$ cat src/rtl/npu_pkg.sv
// Shared NPU definitions: controller state encoding, channel-index width
// and the default channel count per frame.
package npu_pkg;

    localparam int CHAN_DEF = 10;
    localparam int CHAN_W   = 4;

    typedef logic [CHAN_W-1:0] chan_t;

    typedef enum logic [2:0] {
        ST_IDLE   = 3'd0,
        ST_TRIG   = 3'd1,
        ST_RUN    = 3'd2,
        ST_RESULT = 3'd3,
        ST_ERR    = 3'd4
    } state_e;

    function automatic chan_t sat_inc(chan_t v, chan_t lim);
        return (v >= lim) ? lim : v + chan_t'(1);
    endfunction

endpackage

$ cat src/rtl/conv_seq_ctrl_if.sv
// Host, conv-datapath and consumer handshake bundle of conv_seq_ctrl.
// master = environment side, slave = controller side.
interface conv_seq_ctrl_if;
    import npu_pkg::*;

    logic  img_valid;
    logic  img_ready;
    logic  conv_trigger;
    logic  conv1_valid;
    chan_t conv1_chan;
    logic  conv_out_valid;
    logic  res_valid;
    logic  res_ready;

    modport master (
        output img_valid, conv1_valid, conv1_chan,
        output conv_out_valid, res_ready,
        input  img_ready, conv_trigger, res_valid
    );

    modport slave (
        input  img_valid, conv1_valid, conv1_chan,
        input  conv_out_valid, res_ready,
        output img_ready, conv_trigger, res_valid
    );

endinterface

$ cat src/rtl/conv_wdog.sv
// RUN-phase watchdog: counts while count_i, restarts on clr_i and flags
// expire_o on the cycle whose edge would bring the count to LIMIT.
module conv_wdog #(
    parameter int LIMIT = 4096
) (
    input  logic clk,
    input  logic rst_n,
    input  logic count_i,
    input  logic clr_i,
    output logic expire_o
);

    localparam int W = $clog2(LIMIT + 1);

    logic [W-1:0] cnt_q, cnt_d;

    always_ff @(posedge clk or negedge rst_n) begin
        if (!rst_n) cnt_q <= '0;
        else        cnt_q <= cnt_d;
    end

    always_comb begin
        cnt_d = cnt_q;
        if (clr_i)        cnt_d = '0;
        else if (count_i) cnt_d = cnt_q + W'(1);
    end

    assign expire_o = count_i && !clr_i && (cnt_q == W'(LIMIT - 1));

endmodule

$ cat src/rtl/conv_seq_ctrl.sv
// Convolution frame sequencer: trigger, per-channel tracking, result hold.
// Define CONV_SEQ_CTRL_WDOG_EN to add the RUN-phase watchdog (conv_wdog).
module conv_seq_ctrl
    import npu_pkg::*;
#(
    parameter int CHAN    = CHAN_DEF,
    parameter int TMO_CYC = 4096,
    parameter int FCNT_W  = 16
) (
    input  logic              clk,
    input  logic              rst_n,
    conv_seq_ctrl_if.slave    bus,
    input  logic              clr_err,
    output logic              busy,
    output logic              err,
    output chan_t             chan_prog,
    output logic [FCNT_W-1:0] frame_cnt
);

    state_e            state_q, state_d;
    chan_t             chan_q, chan_d;
    logic [FCNT_W-1:0] fcnt_q, fcnt_d;

    logic  c1, co;
    logic  mis;
    logic  wdog_exp;
    chan_t chan_inc, chan_after;

    assign c1 = bus.conv1_valid;
    assign co = bus.conv_out_valid;

    always_comb begin
        chan_inc   = sat_inc(chan_q, chan_t'(CHAN));
        chan_after = c1 ? chan_inc : chan_q;
        mis        = c1 && (bus.conv1_chan != chan_q);
    end

`ifdef CONV_SEQ_CTRL_WDOG_EN
    conv_wdog #(
        .LIMIT (TMO_CYC)
    ) u_wdog (
        .clk      (clk),
        .rst_n    (rst_n),
        .count_i  (state_q == ST_RUN),
        .clr_i    ((state_q != ST_RUN) || c1),
        .expire_o (wdog_exp)
    );
`else
    // No timeout: RUN waits for the datapath indefinitely.
    assign wdog_exp = 1'b0 && (TMO_CYC > 0);
`endif

    always_ff @(posedge clk or negedge rst_n) begin
        if (!rst_n) state_q <= ST_IDLE;
        else        state_q <= state_d;
    end

    always_comb begin
        state_d = state_q;
        case (state_q)
            ST_IDLE: begin
                if (c1 || co)         state_d = ST_ERR;
                else if (bus.img_valid) state_d = ST_TRIG;
            end
            ST_TRIG: begin
                if (c1 || co) state_d = ST_ERR;
                else          state_d = ST_RUN;
            end
            ST_RUN: begin
                // A channel mismatch wins over a simultaneous final result.
                if (mis)           state_d = ST_ERR;
                else if (co)       state_d = (chan_after == chan_t'(CHAN))
                                           ? ST_RESULT : ST_ERR;
                else if (wdog_exp) state_d = ST_ERR;
            end
            ST_RESULT: begin
                if (bus.res_ready) state_d = ST_IDLE;
            end
            ST_ERR: begin
                if (clr_err) state_d = ST_IDLE;
            end
            default: state_d = ST_IDLE;
        endcase
    end

    always_ff @(posedge clk or negedge rst_n) begin
        if (!rst_n) begin
            chan_q <= '0;
            fcnt_q <= '0;
        end else begin
            chan_q <= chan_d;
            fcnt_q <= fcnt_d;
        end
    end

    always_comb begin
        chan_d = chan_q;
        fcnt_d = fcnt_q;
        unique case (1'b1)
            state_q == ST_TRIG:                 chan_d = '0;
            state_q == ST_RUN && c1:            chan_d = chan_inc;
            state_q == ST_RESULT && bus.res_ready:
                fcnt_d = fcnt_q + FCNT_W'(1);
            state_q == ST_ERR && clr_err:       chan_d = '0;
            default: ;
        endcase
    end

    always_comb begin
        bus.img_ready    = (state_q == ST_IDLE);
        bus.conv_trigger = (state_q == ST_TRIG);
        bus.res_valid    = (state_q == ST_RESULT);
        busy             = (state_q == ST_TRIG) || (state_q == ST_RUN)
                        || (state_q == ST_RESULT);
        err              = (state_q == ST_ERR);
        chan_prog        = chan_q;
        frame_cnt        = fcnt_q;
    end

endmodule

$ cat src/flat_wrapper.sv
// flat-port wrapper written by rule: the top's interface ports become plain ports
module conv_seq_ctrl_flat import npu_pkg::*;
#(
    parameter int CHAN    = CHAN_DEF,
    parameter int TMO_CYC = 4096,
    parameter int FCNT_W  = 16
)
  (clk, rst_n, clr_err, busy, err, chan_prog, frame_cnt, bus_img_valid, bus_conv1_valid, bus_conv1_chan, bus_conv_out_valid, bus_res_ready, bus_img_ready, bus_conv_trigger, bus_res_valid);
  conv_seq_ctrl_if bus_i ();
  input  logic clk;
  input  logic rst_n;
  input  logic clr_err;
  output logic busy;
  output logic err;
  output chan_t chan_prog;
  output logic [FCNT_W-1:0] frame_cnt;
  input wire logic [$bits(bus_i.img_valid)-1:0] bus_img_valid;
  input wire logic [$bits(bus_i.conv1_valid)-1:0] bus_conv1_valid;
  input wire logic [$bits(bus_i.conv1_chan)-1:0] bus_conv1_chan;
  input wire logic [$bits(bus_i.conv_out_valid)-1:0] bus_conv_out_valid;
  input wire logic [$bits(bus_i.res_ready)-1:0] bus_res_ready;
  output wire logic [$bits(bus_i.img_ready)-1:0] bus_img_ready;
  output wire logic [$bits(bus_i.conv_trigger)-1:0] bus_conv_trigger;
  output wire logic [$bits(bus_i.res_valid)-1:0] bus_res_valid;
  assign bus_i.img_valid = bus_img_valid;
  assign bus_i.conv1_valid = bus_conv1_valid;
  assign bus_i.conv1_chan = bus_conv1_chan;
  assign bus_i.conv_out_valid = bus_conv_out_valid;
  assign bus_i.res_ready = bus_res_ready;
  assign bus_img_ready = bus_i.img_ready;
  assign bus_conv_trigger = bus_i.conv_trigger;
  assign bus_res_valid = bus_i.res_valid;
  conv_seq_ctrl #(.CHAN(CHAN), .TMO_CYC(TMO_CYC), .FCNT_W(FCNT_W)) u_core (.clk(clk), .rst_n(rst_n), .bus(bus_i), .clr_err(clr_err), .busy(busy), .err(err), .chan_prog(chan_prog), .frame_cnt(frame_cnt));
endmodule
$ cat config.mk
export PLATFORM = sky130hd
export DESIGN_NAME = conv_seq_ctrl_flat
export DESIGN_NICKNAME = d
export VERILOG_FILES = /design/src/rtl/npu_pkg.sv /design/src/rtl/conv_seq_ctrl_if.sv /design/src/rtl/conv_wdog.sv /design/src/rtl/conv_seq_ctrl.sv /design/src/flat_wrapper.sv
export SDC_FILE = /design/constraint.sdc
export NUM_CORES = 1
export LEC_CHECK = 0
export BUFFER_PORTS_ARGS = -buffer_cell sky130_fd_sc_hd__buf_2
export CORE_MARGIN = 2
export CORE_UTILIZATION = 51
export DETAILED_ROUTE_END_ITERATION = 10
export PLACE_DENSITY = 0.84
export RECOVER_POWER = 25
export SYNTH_ARGS = -nofsm -noshare
export SYNTH_HDL_FRONTEND = slang
export SYNTH_HIERARCHICAL = 1
export SYNTH_SLANG_ARGS = --single-unit
$ cat constraint.sdc
create_clock -name clk -period 2.1 [get_ports clk]
set_input_delay 0.42 -clock clk [delete_from_list [all_inputs] [get_ports clk]]
set_output_delay 0.42 -clock clk [all_outputs]
set_load 0.01 [all_outputs]
# Word-level counts from Yosys, hierarchy flattened
# Cells that the tools add are included.
# word_totals
register_bits,23
output_inout_bits,25
in_bits,11
# op_classes
order_cmp,1
n_mux,12
addsub,2
n_eq_ne,10
n_reduce_logical,11
# ops
cell,n
two-way mux 3 bit,8
"adder 16 x 1 -> 16 bit, second input constant",1
one-hot mux 3 bit (5 select lines),1
two-way mux 4 bit,2
one-hot mux 4 bit (2 select lines),1
"== test 3 x 2 -> 1 bit, second input constant",2
"!= test 3 x 2 -> 1 bit, second input constant",2
"adder 4 x 1 -> 4 bit, second input constant",1
"== test 4 bit, second input constant",1
">= comparator 4 bit, second input constant",1
logical AND 1 bit,4
"!= test 2 bit, second input constant",2
!= test 4 bit,1
AND reduction 4 bit,1
"== test 3 x 1 -> 1 bit, second input constant",1
"== test 3 bit, second input constant",1
logical NOT 3 bit,1
logical OR 1 bit,3
nonzero test 2 bit,1
OR reduction 2 bit,1

# Longest topological paths before layout
# Gate-level depths: netlist of run 1.
# depth
depth_word,8
mapped_depth,7
depth_no_buf,7

# Worst setup path before layout of run 1
# OpenSTA, ideal clock, no wires.
# synth_path
path_kind,reg2reg
start,register u_core.chan_q[0] (netlist: u_core/chan_prog[0])
end,register u_core.state_q[0]
stages_incl_launch_ff,8
path_buffers,0
t_arrival_ns,1.725
setup_slack_ns,0.257
required_time_ns,1.982
setup_time_ns,0.118
synth_period_minus_slack_ns,1.843
cell_sequence,dfrtp_1 inv_1 ha_1 or3_4 o21ai_2 a211oi_1 a211o_1 a21o_1
# synth_between
elab_chain_len,8
elab_cells_between_ends,13
classes_between,add/sub (1); order compare (1); eq/ne (3); mux (6); reduce/logical (2)
# synth_rtl
element,line_no,rtl
from (decl),conv_seq_ctrl.sv:21,"chan_t chan_q, chan_d;"
from (signal assigned),conv_seq_ctrl.sv:91,chan_q <= chan_d;
adder 4 x 1 -> 4 bit / >= comparator 4 bit (equally long branches),npu_pkg.sv:19,return (v >= lim) ? lim : v + chan_t'(1);
two-way mux 4 bit,npu_pkg.sv:19,
two-way mux 4 bit,conv_seq_ctrl.sv:34,chan_after = c1 ? chan_inc : chan_q;
== test 4 bit,conv_seq_ctrl.sv:72,else if (co) state_d = (chan_after == chan_t'(CHAN))
two-way mux 3 bit,conv_seq_ctrl.sv:73,? ST_RESULT : ST_ERR;
two-way mux 3 bit,conv_seq_ctrl.sv:72,
two-way mux 3 bit,conv_seq_ctrl.sv:71,if (mis) state_d = ST_ERR;
one-hot mux 3 bit (5 select lines),conv_seq_ctrl.sv:60,case (state_q)
to (signal assigned),conv_seq_ctrl.sv:55,else state_q <= state_d;
to (decl),conv_seq_ctrl.sv:20,"state_e state_q, state_d;"
# Parallel ways exist; a longest one is shown, timed or not. The select of a mux whose other input is x is not followed.
# A chain may end at the register's enable or synchronous reset.

# Final worst setup path of run 1
# Same ends and word-level chain as after synthesis.

==> run metrics, run 1 <==
status=finished, final reports clean; register area share after synthesis=45.68%; worst slew pin tran=between 1 and 1.5 ns; initial detailed-routing violation count=19; FP Rows=18; kind of critical path=flip-flop to flip-flop; Resized cells post-CTS=0; Seq cells post-synth=23; vias in the first global route=just over 1000; fmax=513.1 MHz; number of I/O port buffers=35; largest net degree at the start of global routing=24; Num CTS Buffers=3; setup slack after layout=0.1512 ns; die area=0.002884 mm^2; Pins Over Slew Limit=0; HPWL after DPL=2.116 mm; DRC=0; maximum vdd drop=between 500 and 600 uV; first-pass GRT wire length=between 4 and 5 mm; initial core utilization=52.28%; GRT overflow=0; Wirelength per Cell=about 14 um; floorplan die width=53.71 um; startpoint types=flip-flop; PD cells=808.6 mW/mm^2; DRT antenna net count=0; final setup fails=0; post-CTS setup buffer count=0; Avg Cell Area, Syn=slightly below 10 um^2; Placer Congestion=0.7903; Root Driver=clkbuf_4; YS warnings=6; TNS Setup=0 ns; Syn Inst Count=around 130; Ant. Diodes=0; hold crit path type=input pin to async pin; Critical Path Fanout Max=7; fraction of registers with async set/reset=100.0%; Final min period=a little under 2 ns; Post-Syn Area=0.001260 mm^2; met2 Use GR=between 30% and 40%; Required @ worst endpoint=2.32 ns; unrepaired setup endpoints after global routing=no; Critical Path AT=2.16 ns; Distinct cells, synth=31; core area=between 0.002 and 0.0025 mm^2; CTS tree=yes; Die Height=53.71 um; Tcrit/Tclk final=92.80%; post-synth net total=142; Hold Vio Cnt, Final=0; Rel. slew slack=19.15%; hold_buf cts=0; max-cap viol count=0; Post-synth EDFFs=0; WL final=approximately 2.7 mm; met1 usage=approximately a quarter; Hold WS=0.3324 ns; I/O pins=36; initial antenna violation count=0; CTS Buffer Depth=2; most common flop cell mapped by yosys=dfrtp_1; final-stage net count=~180; vias per cell=5.668; Total GRT Usage=20.66%; CTS H-Tree Depth=1; vias=about 1100; Clock Skews=0.005087 ns; Worst-Skew Late Latency=0.31 ns; GR Layer Usage met3=under 10%; CTS Sinks=23; first drt pass iteration count=4; share of cells above drive strength 1=between 20% and 30%; Placement Setup Slack=0.1747 ns; clock-pin transition on the worst setup and hold timing paths=about 0.12 ns; gr busiest metal=met2; Leak=0.7650 nW; Layout area overhead=18.47%; Critical Path Sink Type=flip-flop
## layer usage
layer  vias up  share of wire, %
met1       527                43
met5         -                 0
li1        534                 -
met3         4               6.7
met2        46                50
met4         0               1.2
## area by class of cell
class                           instances  area, um^2
Fill cell                             198       917.1
Multi-Input combinational cell        102       671.9
Sequential cell                        23       575.6
Timing Repair Buffer                   35       173.9
Tap cell                               30       37.54
Clock buffer                            4       26.28
Inverter                                2       7.507
## through the flow
step / power, mW / instances / util [%] / cell area, um^2
global route: 1.289 / 196 / 61.94 / 1493
global placement: 0.9851 / 192 / 60.90 / 1468
CTS: 1.210 / 196 / 61.99 / 1494
floorplan: 0.8640 / 128 / - / 1260
detailed placement: 1.006 / 192 / 60.90 / 1468
finish: 1.207 / 196 / 61.94 / 1493
## cell usage after synthesis (all sizes together) (3+ instances only)
| cell | instances | area share, % |
|---|---|---|
| o21ai | 3 | 1.5 |
| nand3b | 3 | 1.8 |
| nand2 | 11 | 3.3 |
| xor2 | 4 | 2.8 |
| nand4 | 8 | 4.0 |
| nor3b | 3 | 1.8 |
| ha | 3 | 3.0 |
| and2 | 3 | 1.5 |
| dfrtp | 23 | 46 |
| xnor2 | 15 | 10 |
| nor2 | 17 | 5.7 |
| a21oi | 7 | 2.8 |
| nand3 | 4 | 1.6 |
| a211oi | 5 | 3.0 |
## final timing paths
path | startpoint | to | slack (ns) | cells past startpoint
max | u_core/chan_prog[0] | u_core/state_q[0] | 0.15 | 7
min | rst_n | u_core/frame_cnt[10] | 0.33 | 1
max reg2reg | u_core/chan_prog[0] | u_core/state_q[0] | 0.15 | 7
min reg2reg | u_core/frame_cnt[15] | u_core/frame_cnt[15] | 0.47 | 1
max in group asynchronous | rst_n | u_core/frame_cnt[13] | 1.06 | 1
min in group clk | bus_res_ready | u_core/state_q[0] | 0.45 | 3
## critical path: stages (launching register included)
cell      delay [ns]
dfrtp_1         0.47
inv_1           0.12
ha_1            0.20
or3_4           0.37
o21ai_2         0.16
a211oi_1        0.11
a211o_1         0.26
a21o_1          0.18
## cells by family after synthesis
group                    share of synthesized area, %
flip-flops                                      45.68
AND/OR/NAND/NOR                                 27.31
AO/OA/AOI/OAI                                   9.831
XOR/XNOR                                        13.21
adder cells (fa/ha/maj)                         2.979
buffers and inverters                          0.9929
## sequential cells by signal, summed over array words and instances, names as in the netlist
register / flops
u_core/frame_cnt: 16
u_core/chan_prog: 4
u_core/state_q: 3
## cell usage in the layout, fill, tap and decap left out, drive strengths merged, types with 2 or more instances in the layout
cell type  netlist  final
nand2           11     11
a21o             2      2
nand3b           3      3
buf              1     34
and4             2      2
inv              2      2
ha               3      3
and3             2      2
clkbuf           0      5
nor3             2      2
and2             3      3
nand4            8      8
a21oi            7      7
o21ai            3      3
a211oi           5      5
nand3            4      4
nor3b            3      3
xnor2           15     15
dfrtp           23     23
xor2             4      4
nor2            17     17
## report_power, final
| part | internal, mW | leakage (nW) | switching, mW | total, mW |
|---|---|---|---|---|
| sequential | 0.490 | 0.316 | 0.103 | 0.593 |
| combinational | 0.189 | 0.434 | 0.221 | 0.410 |
| clock | 0.0741 | 0.0150 | 0.129 | 0.203 |
| total | 0.753 | 0.765 | 0.454 | 1.21 |
Note: power is estimated with default switching activity, not from simulation.
==> run 2, diff against run 1 <==
Settings changed: CORE_MARGIN 2 to not set.
Clock period 2.1 ns to 2.2 ns, I/O delays scaled along.
==> run 2 against run 1 <==
Against the previous run:
- routed wire length fell by 5.9%
- clock power fell by 7%
- largest power group unchanged
- total power fell by 5.7%
- clock-buffer cell count unchanged
- sequential power shrank 4.4%
- combinational power shrank 6.8%
- sequential cell count is the same
- via count is 2.2% lower
- register-to-register slack improved by 0.13 ns
- non-clock buffer count did not move
- worst setup slack improved by 0.13 ns
==> run metrics, run 2 (synthesized netlist as in run 1, its figures left out) <==
status=finished, final reports clean; first-pass GRT wire length=a little over 4 mm; max-cap viol count=0; maximum vdd drop=567.2 uV; TNS Setup=0 ns; Total GRT Usage=20.72%; vias per cell=5.603; GRT overflow=0; CTS H-Tree Depth=1; Worst-Skew Late Latency=roughly 0.3 ns; post-CTS setup buffer count=0; final setup fails=0; initial antenna violation count=0; clock-pin transition on the worst setup and hold timing paths=0.12 ns; Critical Path Fanout Max=7; Placer Congestion=0.8476; startpoint types=flip-flop; PD cells=about 760 mW/mm^2; floorplan die width=51.71 um; final-stage net count=~180; first drt pass iteration count=4; DRT antenna net count=0; unrepaired setup endpoints after global routing=no; max incr delay on CP=between 0.4 and 0.5 ns; vias=1087; largest net degree at the start of global routing=24; Rel. slew slack=21.17%; initial detailed-routing violation count=21; DRC=0; CTS Buffer Depth=2; most frequent cells in the layout=buf_2 (34), dfrtp_1 (23), nor2_1 (16), xnor2_1 (15), nand2_1 (11); die area=0.002673 mm^2; FP Rows=17; Slowest-stage cell, CP=dfrtp_1; core area=0.002276 mm^2; max reg flops=16; Leak=0.7650 nW; number of I/O port buffers=35; Layout area overhead=18.27%; I/O pins=36; Hold Vio Cnt, Final=0; Ant. Diodes=0; fmax=522.1 MHz; Critical Path Sink Type=flip-flop; Tcrit/Tclk final=between 80% and 90%; Num CTS Buffers=3; critical path cell sequence=inv_1, ha_1, or3_4, o21ai_2, a211oi_1, a211o_1, a21o_1; Resized cells post-CTS=0; vias in the first global route=978; Final min period=1.915 ns; initial core utilization=55.36%; Clock Skews=0.007087 ns; commonest non-fill, non-tap cell in the layout=buf_2; kind of critical path=flip-flop to flip-flop; Die Height=approximately 52 um; hold crit path type=input pin to async pin; CTS Sinks=23; Final Core Density=65.48%; HPWL after DPL=1.970 mm; Critical Path AT=2.12 ns; share of cells above drive strength 1=25.30%; worst slew pin tran=1.182 ns; Required @ worst endpoint=2.40 ns; hold_buf cts=0; Pins Over Slew Limit=0; Wirelength per Cell=13.13 um; CTS tree=yes; Root Driver=clkbuf_4; WL final=approximately 2.5 mm
==> run 2: cell counts in the layout (fill, tap and decap cells not counted) <==
No cell type changed its count.
==> run 2: worst paths after layout <==
| path | start | to | slack [ns] | cells after the start |
|---|---|---|---|---|
| setup / recovery | u_core/chan_prog[0] | u_core/state_q[0] | 0.28 | 7 |
| hold reg to reg | u_core/frame_cnt[15] | u_core/frame_cnt[15] | 0.48 | 1 |
| max in group asynchronous | rst_n | u_core/frame_cnt[3] | 1.16 | 1 |
| min in group clk | bus_res_ready | u_core/state_q[0] | 0.48 | 3 |
| setup reg to reg | u_core/chan_prog[0] | u_core/state_q[0] | 0.28 | 7 |
| hold / removal | rst_n | u_core/frame_cnt[14] | 0.34 | 1 |
==> run 2: power breakdown <==
| group | switching, mW | internal [mW] |
|---|---|---|
| registers | 0.0996 | 0.468 |
| logic | 0.201 | 0.180 |
| clock network | 0.119 | 0.0706 |
==> run 2: critical path, delay by kind of cell, from the launching register on <==
kind | cells | cell delay, ns
flops | 1 | 0.48
simple gates | 1 | 0.37
buf+inv | 1 | 0.11
compound gates | 4 | 0.66
fa+ha+maj | 1 | 0.20
==> run 2: per-layer routing <==
metal  global-route usage [%]  vias to the layer above  wire (um)
li1                         -                      535          -
met1                    25.28                      508       1168
met2                    35.71                       42       1233
met3                    1.754                        2        117
met4                    11.71                        0         27
met5                        0                        -          0
==> run 2: cell type report <==
type	count	area [um^2]
clock buffers	4	26.28
fillers	193	785.8
inverters	2	7.507
multi-input cells	102	671.9
flip-flops and latches	23	575.6
well taps	28	35.03
repair buffers	35	173.9
==> run 2: metrics by stage <==
step	power, mW	hold slack (ns)	instances	worst slack (ns)	cell area (um^2)
after CTS	1.147	0.08456	194	0.2744	1491
after global routing	1.221	0.4269	194	0.1556	1490
after global placement	0.9408	0.4278	190	0.3663	1465
final	1.138	0.3413	194	0.2847	1490
after detailed placement	0.9583	0.4336	190	0.2919	1465
after floorplan	0.8247	0.1444	128	0.3569	1260
